<file path="config.mk">
export PLATFORM = sky130hd
export DESIGN_NAME = char_render
export DESIGN_NICKNAME = d
export VERILOG_FILES = /design/src/rtl/char_render_pkg.sv /design/src/rtl/char_sprite_rom.sv /design/src/rtl/char_render.sv
export SDC_FILE = /design/constraint.sdc
export NUM_CORES = 1
export LEC_CHECK = 0
export CORE_MARGIN = 2
export CORE_UTILIZATION = 50
export CTS_CLUSTER_SIZE = 24
export DETAILED_ROUTE_END_ITERATION = 12
export GPL_ROUTABILITY_DRIVEN = 0
export MAX_ROUTING_LAYER = met4
export PLACE_DENSITY = 0.74
export SLEW_MARGIN = 40
export SYNTH_ARGS = -nofsm -noshare
export SYNTH_HDL_FRONTEND = slang
export SYNTH_SLANG_ARGS = --single-unit
</file>
<file path="constraint.sdc">
create_clock -name clk -period 8.35 [get_ports clk]
set_input_delay 1.67 -clock clk [delete_from_list [all_inputs] [get_ports clk]]
set_output_delay 1.67 -clock clk [all_outputs]
set_load 0.02 [all_outputs]
</file>
<file path="src/rtl/char_render_pkg.sv">
// char_render_pkg: display geometry, sprite colours, start position and blink FSM states.
package char_render_pkg;
  localparam int WIDTH = 96;
  localparam int HEIGHT = 64;
  localparam int BLINK_FRAMES = 15;
  localparam logic [15:0] COL_BODY = 16'hFFE0;
  localparam logic [15:0] COL_EDGE = 16'hF800;
  localparam logic [15:0] COL_CD = 16'h07FF;
  localparam logic [6:0] START_X = 7'd2;
  localparam logic [5:0] START_Y = 6'd13;
  typedef enum logic {PLAY = 1'b0, WIN = 1'b1} blink_state_t;
endpackage

</file>
<file path="src/rtl/char_sprite_rom.sv">
// char_sprite_rom: 3x3 sprite lookup, corners in edge colour, remaining cells in body colour.
module char_sprite_rom
  import char_render_pkg::*;
#(
  parameter logic [15:0] BODY = COL_BODY,
  parameter logic [15:0] EDGE = COL_EDGE,
  parameter logic [15:0] CD = COL_CD
) (
  input  logic [1:0]  dx,
  input  logic [1:0]  dy,
  input  logic        cd,
  output logic [15:0] colour,
  output logic        opaque
);
  always_comb begin
    opaque = (dx != 2'd3) && (dy != 2'd3);
    colour = (!dx[0] && !dy[0]) ? EDGE : cd ? CD : BODY;
  end
endmodule

</file>
<file path="src/rtl/char_render.sv">
// char_render: overlays the per-frame shadowed character sprite onto the background pixel stream.
// Two-stage pipeline; shadow state is snapshotted into S1 so a pixel issued with frame_begin sees the old frame.
module char_render
  import char_render_pkg::*;
#(
  parameter int WIDTH = char_render_pkg::WIDTH,
  parameter int HEIGHT = char_render_pkg::HEIGHT,
  parameter int BLINK_FRAMES = char_render_pkg::BLINK_FRAMES,
  parameter logic [15:0] COL_BODY = char_render_pkg::COL_BODY,
  parameter logic [15:0] COL_EDGE = char_render_pkg::COL_EDGE,
  parameter logic [15:0] COL_CD = char_render_pkg::COL_CD
) (
  input  logic        clk,
  input  logic        clr_n,
  input  logic        frame_begin,
  input  logic [12:0] pix_idx,
  input  logic        pix_req,
  input  logic [15:0] bg_data,
  input  logic [6:0]  x,
  input  logic [5:0]  y,
  input  logic        win,
  input  logic [2:0]  cd_cnt,
  output logic [15:0] pix_data,
  output logic        pix_valid
);
  blink_state_t state, state_nx;
  logic [7:0]  blink_cnt, blink_cnt_nx;
  logic        blink_on, blink_on_nx, last;
  logic [6:0]  sx, s1_sx, s1_col, s1_row;
  logic [5:0]  sy, s1_sy;
  logic        swin;
  logic [2:0]  scd;
  logic [15:0] s1_bg, spr_col, px_nx;
  logic        s1_oob, s1_req, s1_cd, s1_vis, hit, opaque;
  logic [7:0]  c8, r8, x8, y8;
  logic [1:0]  dx, dy;
  always_ff @(posedge clk or negedge clr_n)
    if (!clr_n) begin
      state     <= PLAY;
      blink_cnt <= '0;
      blink_on  <= 1'b1;
      sx        <= START_X;
      sy        <= START_Y;
      swin      <= 1'b0;
      scd       <= '0;
    end else if (frame_begin) begin
      state     <= state_nx;
      blink_cnt <= blink_cnt_nx;
      blink_on  <= blink_on_nx;
      sx        <= x;
      sy        <= y;
      swin      <= win;
      scd       <= cd_cnt;
    end
  assign last = blink_cnt == 8'(BLINK_FRAMES - 1);
  always_comb begin
    state_nx     = win ? WIN : PLAY;
    blink_cnt_nx = '0;
    blink_on_nx  = 1'b1;
    if (state == WIN && win) begin
      blink_cnt_nx = last ? '0 : blink_cnt + 8'd1;
      blink_on_nx  = last ? !blink_on : blink_on;
    end
  end
  always_ff @(posedge clk or negedge clr_n)
    if (!clr_n) begin
      s1_col    <= '0;
      s1_row    <= '0;
      s1_bg     <= '0;
      s1_oob    <= 1'b0;
      s1_req    <= 1'b0;
      s1_sx     <= START_X;
      s1_sy     <= START_Y;
      s1_cd     <= 1'b0;
      s1_vis    <= 1'b1;
      pix_data  <= '0;
      pix_valid <= 1'b0;
    end else begin
      s1_col    <= 7'(pix_idx % 13'(WIDTH));
      s1_row    <= 7'(pix_idx / 13'(WIDTH));
      s1_bg     <= bg_data;
      s1_oob    <= pix_idx >= 13'(WIDTH * HEIGHT);
      s1_req    <= pix_req;
      s1_sx     <= sx;
      s1_sy     <= sy;
      s1_cd     <= scd != 3'd0;
      s1_vis    <= !swin || blink_on;
      pix_valid <= s1_req;
      if (s1_req) pix_data <= px_nx;
    end
  // 8-bit compares so a sprite touching column/row 0 clips instead of wrapping
  always_comb begin
    c8  = {1'b0, s1_col};
    r8  = {1'b0, s1_row};
    x8  = {1'b0, s1_sx};
    y8  = {2'b0, s1_sy};
    hit = (c8 + 8'd1 >= x8) && (c8 <= x8 + 8'd1) && (r8 + 8'd1 >= y8) && (r8 <= y8 + 8'd1);
    dx  = 2'(c8 - x8 + 8'd1);
    dy  = 2'(r8 - y8 + 8'd1);
  end
  char_sprite_rom #(.BODY(COL_BODY), .EDGE(COL_EDGE), .CD(COL_CD)) u_rom (
    .dx(dx), .dy(dy), .cd(s1_cd), .colour(spr_col), .opaque(opaque)
  );
  assign px_nx = s1_oob ? 16'h0000 : (hit && opaque && s1_vis) ? spr_col : s1_bg;
endmodule

</file>
# [Word level (Yosys, flattened, before mapping)]
# Index checks and enable logic that the tools add are counted.
[totals] ff_bits=91 output_inout_bits=17 word_cells=62
[op_classes] addsub=9 n_div=2 order_cmp=5 n_eq_ne=4 muxes=9 reduce_logical=15
[op_table] op="two-way mux 16 bit" count=4
[op_table] op="adder 7 x 1 -> 8 bit, second input constant" count=3
[op_table] op="two-way mux 8 bit" count=2
[op_table] op="divider 13 x 7 -> 13 bit, second input constant" count=1
[op_table] op="greater-or-equal comparator 13 bit, second input constant" count=1
[op_table] op="modulo 13 x 7 -> 13 bit, second input constant" count=1
[op_table] op="adder 8 x 1 -> 8 bit, second input constant" count=1
[op_table] op="equality test 8 x 4 -> 1 bit, second input constant" count=1
[op_table] op="greater-or-equal comparator 8 x 6 -> 1 bit" count=1
[op_table] op="greater-or-equal comparator 8 x 7 -> 1 bit" count=1
[op_table] op="less-or-equal comparator 7 x 8 -> 1 bit" count=1
[op_table] op="logical AND 1 bit" count=8
[op_table] op="adder 6 x 1 -> 7 bit, second input constant" count=1
[op_table] op="less-or-equal comparator 7 bit" count=1
[op_table] op="inequality test 2 bit, second input constant" count=3
[op_table] op="adder 2 x 1 -> 2 bit, second input constant" count=2
[op_table] op="logical NOT 1 bit" count=4
[op_table] op="subtractor 2 bit" count=2
[op_table] op="two-way mux 1 bit" count=3
[op_table] op="nonzero test 3 bit" count=1
[op_table] op="AND reduction 2 bit" count=1
[op_table] op="logical OR 1 bit" count=1

# [Depth between registers and ports, before layout]
# Gate-level depths: netlist (run 1).
[depth] depth_word=9 depth_mapped=14

# [By module]
# Synthesis (run 1) repeated with hierarchy kept, for this count alone.
[unflattened] hier_cells=505 area_unflattened_um2=5273.8
[by_module_without_submodules] module="char_render" n_inst=1 cells_each=488 area_each_um2=5149.9 seq_area_each_um2=2264.7
[by_module_without_submodules] module="char_sprite_rom" n_inst=1 cells_each=17 area_each_um2=123.9 seq_area_each_um2=0.0

# [Worst setup path before layout (run 1)]
# OpenSTA, ideal clock, no wires.
[synth_path] path_kind="input-to-reg" from="input port pix_idx[7]" to="register s1_row[0]" setup_ns=0.126 t_arrival_ns=3.075 required_time_ns=8.224 setup_slack_ns=5.149 path_stages=7 n_path_buf=1 path_cell_list="clkbuf_1 -> inv_1 -> a21o_1 -> a22o_1 -> a211oi_1 -> mux2_2 -> o21ai_0"
[synth_between] elab_chain_cells=1
[synth_rtl] element="start: declaration" line_no="char_render.sv:16" rtl="input logic [12:0] pix_idx,"
[synth_rtl] element="divider 13 x 7 -> 13 bit" line_no="char_render.sv:80" rtl="s1_row <= 7'(pix_idx / 13'(WIDTH));"
[synth_rtl] element="end signal: assignment" line_no="char_render.sv:80"
[synth_rtl] element="end: declaration" line_no="char_render.sv:29" rtl="logic [6:0] sx, s1_sx, s1_col, s1_row;"
# No other way between the ends.
# A chain may end at the register's enable or synchronous reset.

# [Worst setup path after layout (run 1)]
[layout_path] from="input port pix_idx[10]" to="register s1_col[6]"
[layout_between] elab_chain_cells=1
[layout_rtl] element="modulo 13 x 7 -> 13 bit" line_no="char_render.sv:79" rtl="s1_col <= 7'(pix_idx % 13'(WIDTH));"
[layout_rtl] element="end signal: assignment" line_no="char_render.sv:79"
[layout_rtl] element="end: declaration" line_no="char_render.sv:29"
# No other way between the ends.

==> impl_metrics.ini, run 1 <==
[global_route]
grt_first_pass_wirelength_um = 15300
met3_usage = 0.0511
grt_pass1_vias = 3247
antenna_found_initial = 0
grt_max_degree = 91
busiest_layer = met2
grt-ovfl-total = 0
grt_use_met2 = 0.314
use_met1 = 0.248
grtUsageTotal = 0.196

[power_and_ir_drop]
cellLeakagePower_nw = 2.52
vdd_ir_drop_max_uv = 116
p_per_area_nw_per_um2 = 193

[clock_network]
cts_resized = 0
cts_tree = built
cts_root_buf = clkbuf_8
clk_latency_ns = 0.36
cts_buffers = 9
cts_hold_buf = 0
clockBufferDepth = 2
clk_pin_slew_ns = 0.09
cts_setup_buffers = 0
htreeDepth = 3
numClockSinks = 90

[cells_and_area]
nFillCells = 732
synthToLayoutAreaGrowth_pct = 19.7
nets = 567
instances_no_fill = 616
drive_gt1_frac = 0.127
antennaDiodeCount = 0

[timing]
min_period_ns = 3.93
relSlewSlack = 0.515
max_freq_mhz = 254
hold_violations = 0
rsz0062_at_grt = false
clock_skew_ns = 0.0119
report.final.setup_viol = 0
tightest_slew_ns = 0.725
slew_violations = 0
setup_tns_ns = 0
min_period_over_period = 0.471

[floorplan]
core_um2 = 9240
io_pins = 67
initial_core_util = 0.514
fp.dieH_um = 101
rows = 35
design.die.area_um2 = 10300
die_w_um = 101

[synth]
yosysUniqueCellTypes = 63
synthFlopType = dfrtp_1
syn_area_um2 = 4750
yosys_warnings = 0
async_flop_share = 1.00
seq_area_frac_synth = 0.477
synth-edff-count = 0
synth_cells = 423
synth_nets = 508
ys_seq_elements = 90
synth_area_per_cell_um2 = 11.2

[route]
wirelength_um = 9190
via_count = 3300
wl_per_cell_um = 14.9
vias_per_cell = 5.36
first_iter_violations = 145
final_antenna_net_count = 0
drc_errors = 0
dr.pass1.iters = 4

[worst_setup_path]
crit_fanout = 22
worst_setup_path_start_kind = input port
crit_type = in -> reg
required_ns = 8.62
cp-end-kind = flip-flop
cp.arrival_ns = 4.20

[place]
dp_cells = 600
dp_hpwl_um = 6700
port_buffers = 66

[run_status]
status = complete, no violations

[run]
cap_violations = 0

[min_path]
min-delay-path-class = reg -> reg
==> cell type report <==
| type | count | area (um2) | area share |
|---|---|---|---|
| flip-flops and latches | 90 | 2260 | 0.398 |
| multi-input cells | 286 | 2270 | 0.400 |
| clock inverters | 6 | 90.1 | 0.0158 |
| clock buffers | 10 | 128 | 0.0224 |
| well taps | 129 | 161 | 0.0284 |
| repair buffers | 66 | 659 | 0.116 |
| inverters | 29 | 109 | 0.0191 |
==> cell families (layout without fill, tap and decap cells) <==
logic type / after synthesis / count (layout) / share of synthesized area
simple gates: 108 / 108 / 0.131
flops: 90 / 90 / 0.477
compound gates: 83 / 83 / 0.132
buf+inv: 47 / 111 / 0.0448
fa+ha+maj: 36 / 36 / 0.0943
xor+xnor: 30 / 30 / 0.0553
mux: 29 / 29 / 0.0661
==> sequential cells by signal (all words and copies together) (netlist names) <==
| name | cells |
|---|---|
| pix_valid | 1 |
| s1_req | 1 |
| s1_bg | 16 |
| state | 1 |
| s1_sy | 6 |
| blink_on | 1 |
| sx | 7 |
| s1_row | 7 |
| scd | 3 |
| s1_col | 7 |
| s1_vis | 1 |
| blink_cnt | 8 |
| sy | 6 |
| s1_cd | 1 |
| s1_sx | 7 |
| pix_data | 16 |
| s1_oob | 1 |
==> power breakdown <==
group	switching (W)	leakage, nW	internal [W]
logic	0.000132	1.34	0.000136
registers	0.0000323	1.07	0.000480
clock network	0.000151	0.107	0.000170
==> critical path, stage by stage <==
cell and delay (ns):
clkdlybuf4s50_1 0.94, nand2b_1 0.26, o32ai_1 0.14, a22o_1 0.26, a211oi_1 0.48, and3_1 0.25
a2bb2oi_1 0.19
==> path summary, 6_finish.rpt <==
| kind | from | end | slack [ns] | cells past startpoint |
|---|---|---|---|---|
| worst max-delay path | pix_idx[10] | s1_col[6]$_DFF_PN0_ | 4.42 | 7 |
| worst min-delay path | sy[3]$_DFFE_PN1P_ | s1_sy[3]$_DFF_PN1_ | 0.37 | 0 |
| worst max register to register | s1_sx[1]$_DFF_PN1_ | pix_data[6]$_DFFE_PN0P_ | 4.81 | 12 |
| worst min register to register | sy[3]$_DFFE_PN1P_ | s1_sy[3]$_DFF_PN1_ | 0.37 | 0 |
| max in group asynchronous | clr_n | s1_col[0]$_DFF_PN0_ | 6.51 | 1 |
| min in group asynchronous | clr_n | pix_data[12]$_DFFE_PN0P_ | 1.35 | 1 |
==> per-stage QoR <==
stage	hold slack [ns]	worst slack [ns]	util	cell area [um2]	power, W
after floorplan	0.350	5.15	-	4750	0.000691
after global placement	0.355	4.24	0.592	5470	0.000776
after detailed placement	0.359	4.11	0.592	5470	0.000786
after CTS	0.374	4.47	0.615	5680	0.00111
after global routing	0.377	4.23	0.615	5690	0.00117
final	0.371	4.42	0.615	5690	0.00110
==> cell usage after synthesis (3+ instances only) <==
cell	n	share of area
dfrtp_1	80	0.42
ha_1	35	0.092
inv_1	29	0.023
nand3_1	22	0.023
xnor2_1	22	0.041
mux2_2	19	0.045
nand2_1	14	0.011
nand2b_1	13	0.017
nor2_1	13	0.010
o21ai_0	13	0.014
a21oi_1	12	0.013
nor2b_1	11	0.014
clkbuf_1	10	0.0079
dfstp_2	10	0.055
mux2i_1	10	0.021
o22ai_1	9	0.012
xor2_1	8	0.015
a21o_1	6	0.0095
a311o_2	6	0.014
and2b_2	6	0.011
and3_1	6	0.0079
a311o_1	5	0.011
nand4_1	5	0.0066
and2_1	4	0.0053
a22oi_1	3	0.0047
or3_1	3	0.0039
==> layout by cell type, fill, tap and decap left out, types with 2 or more instances in the layout <==
| master | n |
|---|---|
| xor2_1 | 8 |
| nand3b_1 | 2 |
| clkbuf_8 | 10 |
| xnor2_1 | 22 |
| a311o_2 | 6 |
| a22oi_1 | 3 |
| bufinv_16 | 2 |
| a311o_1 | 5 |
| mux2_2 | 19 |
| nand2b_1 | 13 |
| o211a_1 | 2 |
| inv_1 | 29 |
| nor2b_1 | 11 |
| a21oi_1 | 12 |
| o21ai_0 | 13 |
| ha_1 | 35 |
| clkdlybuf4s50_1 | 64 |
| o2111a_1 | 2 |
| nor3_1 | 2 |
| o221ai_1 | 2 |
| nand4_1 | 5 |
| a21o_1 | 6 |
| o22ai_1 | 9 |
| nand3_1 | 22 |
| nor2_1 | 13 |
| and2b_2 | 6 |
| or3_1 | 3 |
| and3_1 | 6 |
| a211oi_1 | 2 |
| and2_1 | 4 |
| o211ai_1 | 2 |
| o21a_1 | 2 |
| o31ai_1 | 2 |
| dfrtp_1 | 80 |
| nand2_1 | 14 |
| mux2i_1 | 10 |
| dfstp_2 | 10 |
==> per-layer routing <==
layer	vias up	routed length (um)
met5	-	0
met4	0	98
met3	10	457
met2	83	4290
met1	1578	4350
li1	1629	-
(Power assumes the default switching activity.)
==> run 2, diff against run 1 <==
--- a/config.mk
+++ b/config.mk
@@ -11,7 +11,7 @@
 export DETAILED_ROUTE_END_ITERATION = 12
 export GPL_ROUTABILITY_DRIVEN = 0
 export MAX_ROUTING_LAYER = met4
-export PLACE_DENSITY = 0.74
+export PLACE_DENSITY = 0.77
 export SLEW_MARGIN = 40
 export SYNTH_ARGS = -nofsm -noshare
 export SYNTH_HDL_FRONTEND = slang
==> constraint.sdc (replaced) <==
create_clock -name clk -period 3.4 [get_ports clk]
set_input_delay 0.68 -clock clk [delete_from_list [all_inputs] [get_ports clk]]
set_output_delay 0.68 -clock clk [all_outputs]
set_load 0.02 [all_outputs]
==> impl_metrics.ini, run 2 (synthesis gave the netlist of run 1 again) <==
[run_status]
status = complete, no violations

[global_route]
grt_max_degree = 91
grt_pass1_vias = 3240
grtUsageTotal = 0.196
grt-ovfl-total = 0
grt_first_pass_wirelength_um = 15300
antenna_found_initial = 0

[timing]
tightest_slew_ns = 0.677
clock_skew_ns = 0.00789
max_freq_mhz = 313
min_period_over_period = 0.940
setup_tns_ns = 0
hold_violations = 0
hold-worst-slack_ns = 0.367
min_period_ns = 3.20
relSlewSlack = 0.548
slew_violations = 0
report.final.setup_viol = 0
rsz0062_at_grt = false

[clock_network]
cts_buffers = 9
htreeDepth = 3
clockBufferDepth = 2
clk_latency_ns = 0.36
clk_pin_slew_ns = 0.08
cts_root_buf = clkbuf_8
cts_tree = built
cts_hold_buf = 0
numClockSinks = 90

[power_and_ir_drop]
vdd_ir_drop_max_uv = 357
p_per_area_nw_per_um2 = 487
cellLeakagePower_nw = 2.55

[run]
cap_violations = 0

[cells_and_area]
final_common_cell = dfrtp_1
nets = 571
antennaDiodeCount = 0
drive_gt1_frac = 0.136
synthToLayoutAreaGrowth_pct = 21.5
top_regs = pix_data (16), s1_bg (16), blink_cnt (8)
final_cell_mix = 80 x dfrtp_1, 65 x clkdlybuf4s50_1, 35 x ha_1, 29 x inv_1

[worst_setup_path]
worst_setup_path_start_kind = flip-flop
crit_type = reg -> reg
cp-end-kind = flip-flop
cp.arrival_ns = 3.50
crit_fanout = 18
required_ns = 3.70

[route]
final_antenna_net_count = 0
via_count = 3385
first_iter_violations = 242
wl_per_cell_um = 15.1
drc_errors = 0
dr.pass1.iters = 4
wirelength_um = 9340
vias_per_cell = 5.46

[place]
port_buffers = 66
dp_hpwl_um = 6890

[floorplan]
initial_core_util = 0.514
rows = 35
die_w_um = 101
design.die.area_um2 = 10300
fp.dieH_um = 101
core_um2 = 9240
io_pins = 67

[min_path]
min-delay-path-class = in -> async
## run 2: cell count changes in the layout (fill, tap and decap cells not counted), sizes merged
cell	before	now
buf	1	4
bufinv	2	3
clkdlybuf4s50	64	65
clkinv	2	1
clkinvlp	1	2
inv	30	29
## run 2: layer usage
metal	track usage	routed length (um)	vias to the layer above
li1	-	-	1634
met1	0.251	4260	1652
met2	0.307	4450	94
met3	0.0594	571	5
met4	0.0468	60	0
met5	-	0	-
## run 2: final cells by class
cell class	count	area (um2)
clock buffers	10	138
clock inverters	6	114
fillers	749	3470
inverters	29	109
multi-input cells	286	2280
flip-flops and latches	90	2260
well taps	129	161
repair buffers	70	702
## run 2: path summary, 6_finish.rpt
path	from	to	slack, ns	cells after the start
setup / recovery	s1_sx[1]$_DFF_PN1_	pix_data[5]$_DFFE_PN0P_	0.20	13
hold / removal	clr_n	pix_data[13]$_DFFE_PN0P_	0.37	1
setup reg to reg	s1_sx[1]$_DFF_PN1_	pix_data[5]$_DFFE_PN0P_	0.20	13
hold reg to reg	sx[1]$_DFFE_PN1P_	s1_sx[1]$_DFF_PN1_	0.37	0
max in group asynchronous	clr_n	s1_col[1]$_DFF_PN0_	2.57	1
min in group clk	sx[1]$_DFFE_PN1P_	s1_sx[1]$_DFF_PN1_	0.37	0
## run 2: power by group
group / switching [W] / internal (W) / total (W)
Combinational: 0.000330 / 0.000343 / 0.000673
Sequential: 0.0000822 / 0.00118 / 0.00126
Clock: 0.000371 / 0.000509 / 0.000880
## run 2: through the flow
step                      utilization  std cells  power [W]  area (um2)  setup WS (ns)
after CTS                       0.623        620    0.00283        5750          0.205
final                           0.625        620    0.00281        5770          0.203
after global placement          0.595        604    0.00191        5500          0.351
after detailed placement        0.595        604    0.00194        5500          0.238
after global routing            0.625        620    0.00297        5770         0.0261
after floorplan                     -        423    0.00170        4750          0.398
## run 2: critical path: stages (launching register included)
cell      delay (ns)
dfstp_2         0.56
ha_1            0.18
and3_4          0.20
nand3_1         0.09
xnor2_1         0.14
ha_1            0.29
nand3_1         0.07
o22a_1          0.17
o31a_1          0.10
a21oi_1         0.15
or4b_4          0.49
buf_8           0.18
a211oi_4        0.33
a311o_2         0.18
## run 2: repair_timing
action / in CTS / in global routing
setup endpoints to repair: 0 / 6
setup buffers: 0 / 0
gates resized for setup: 0 / 4
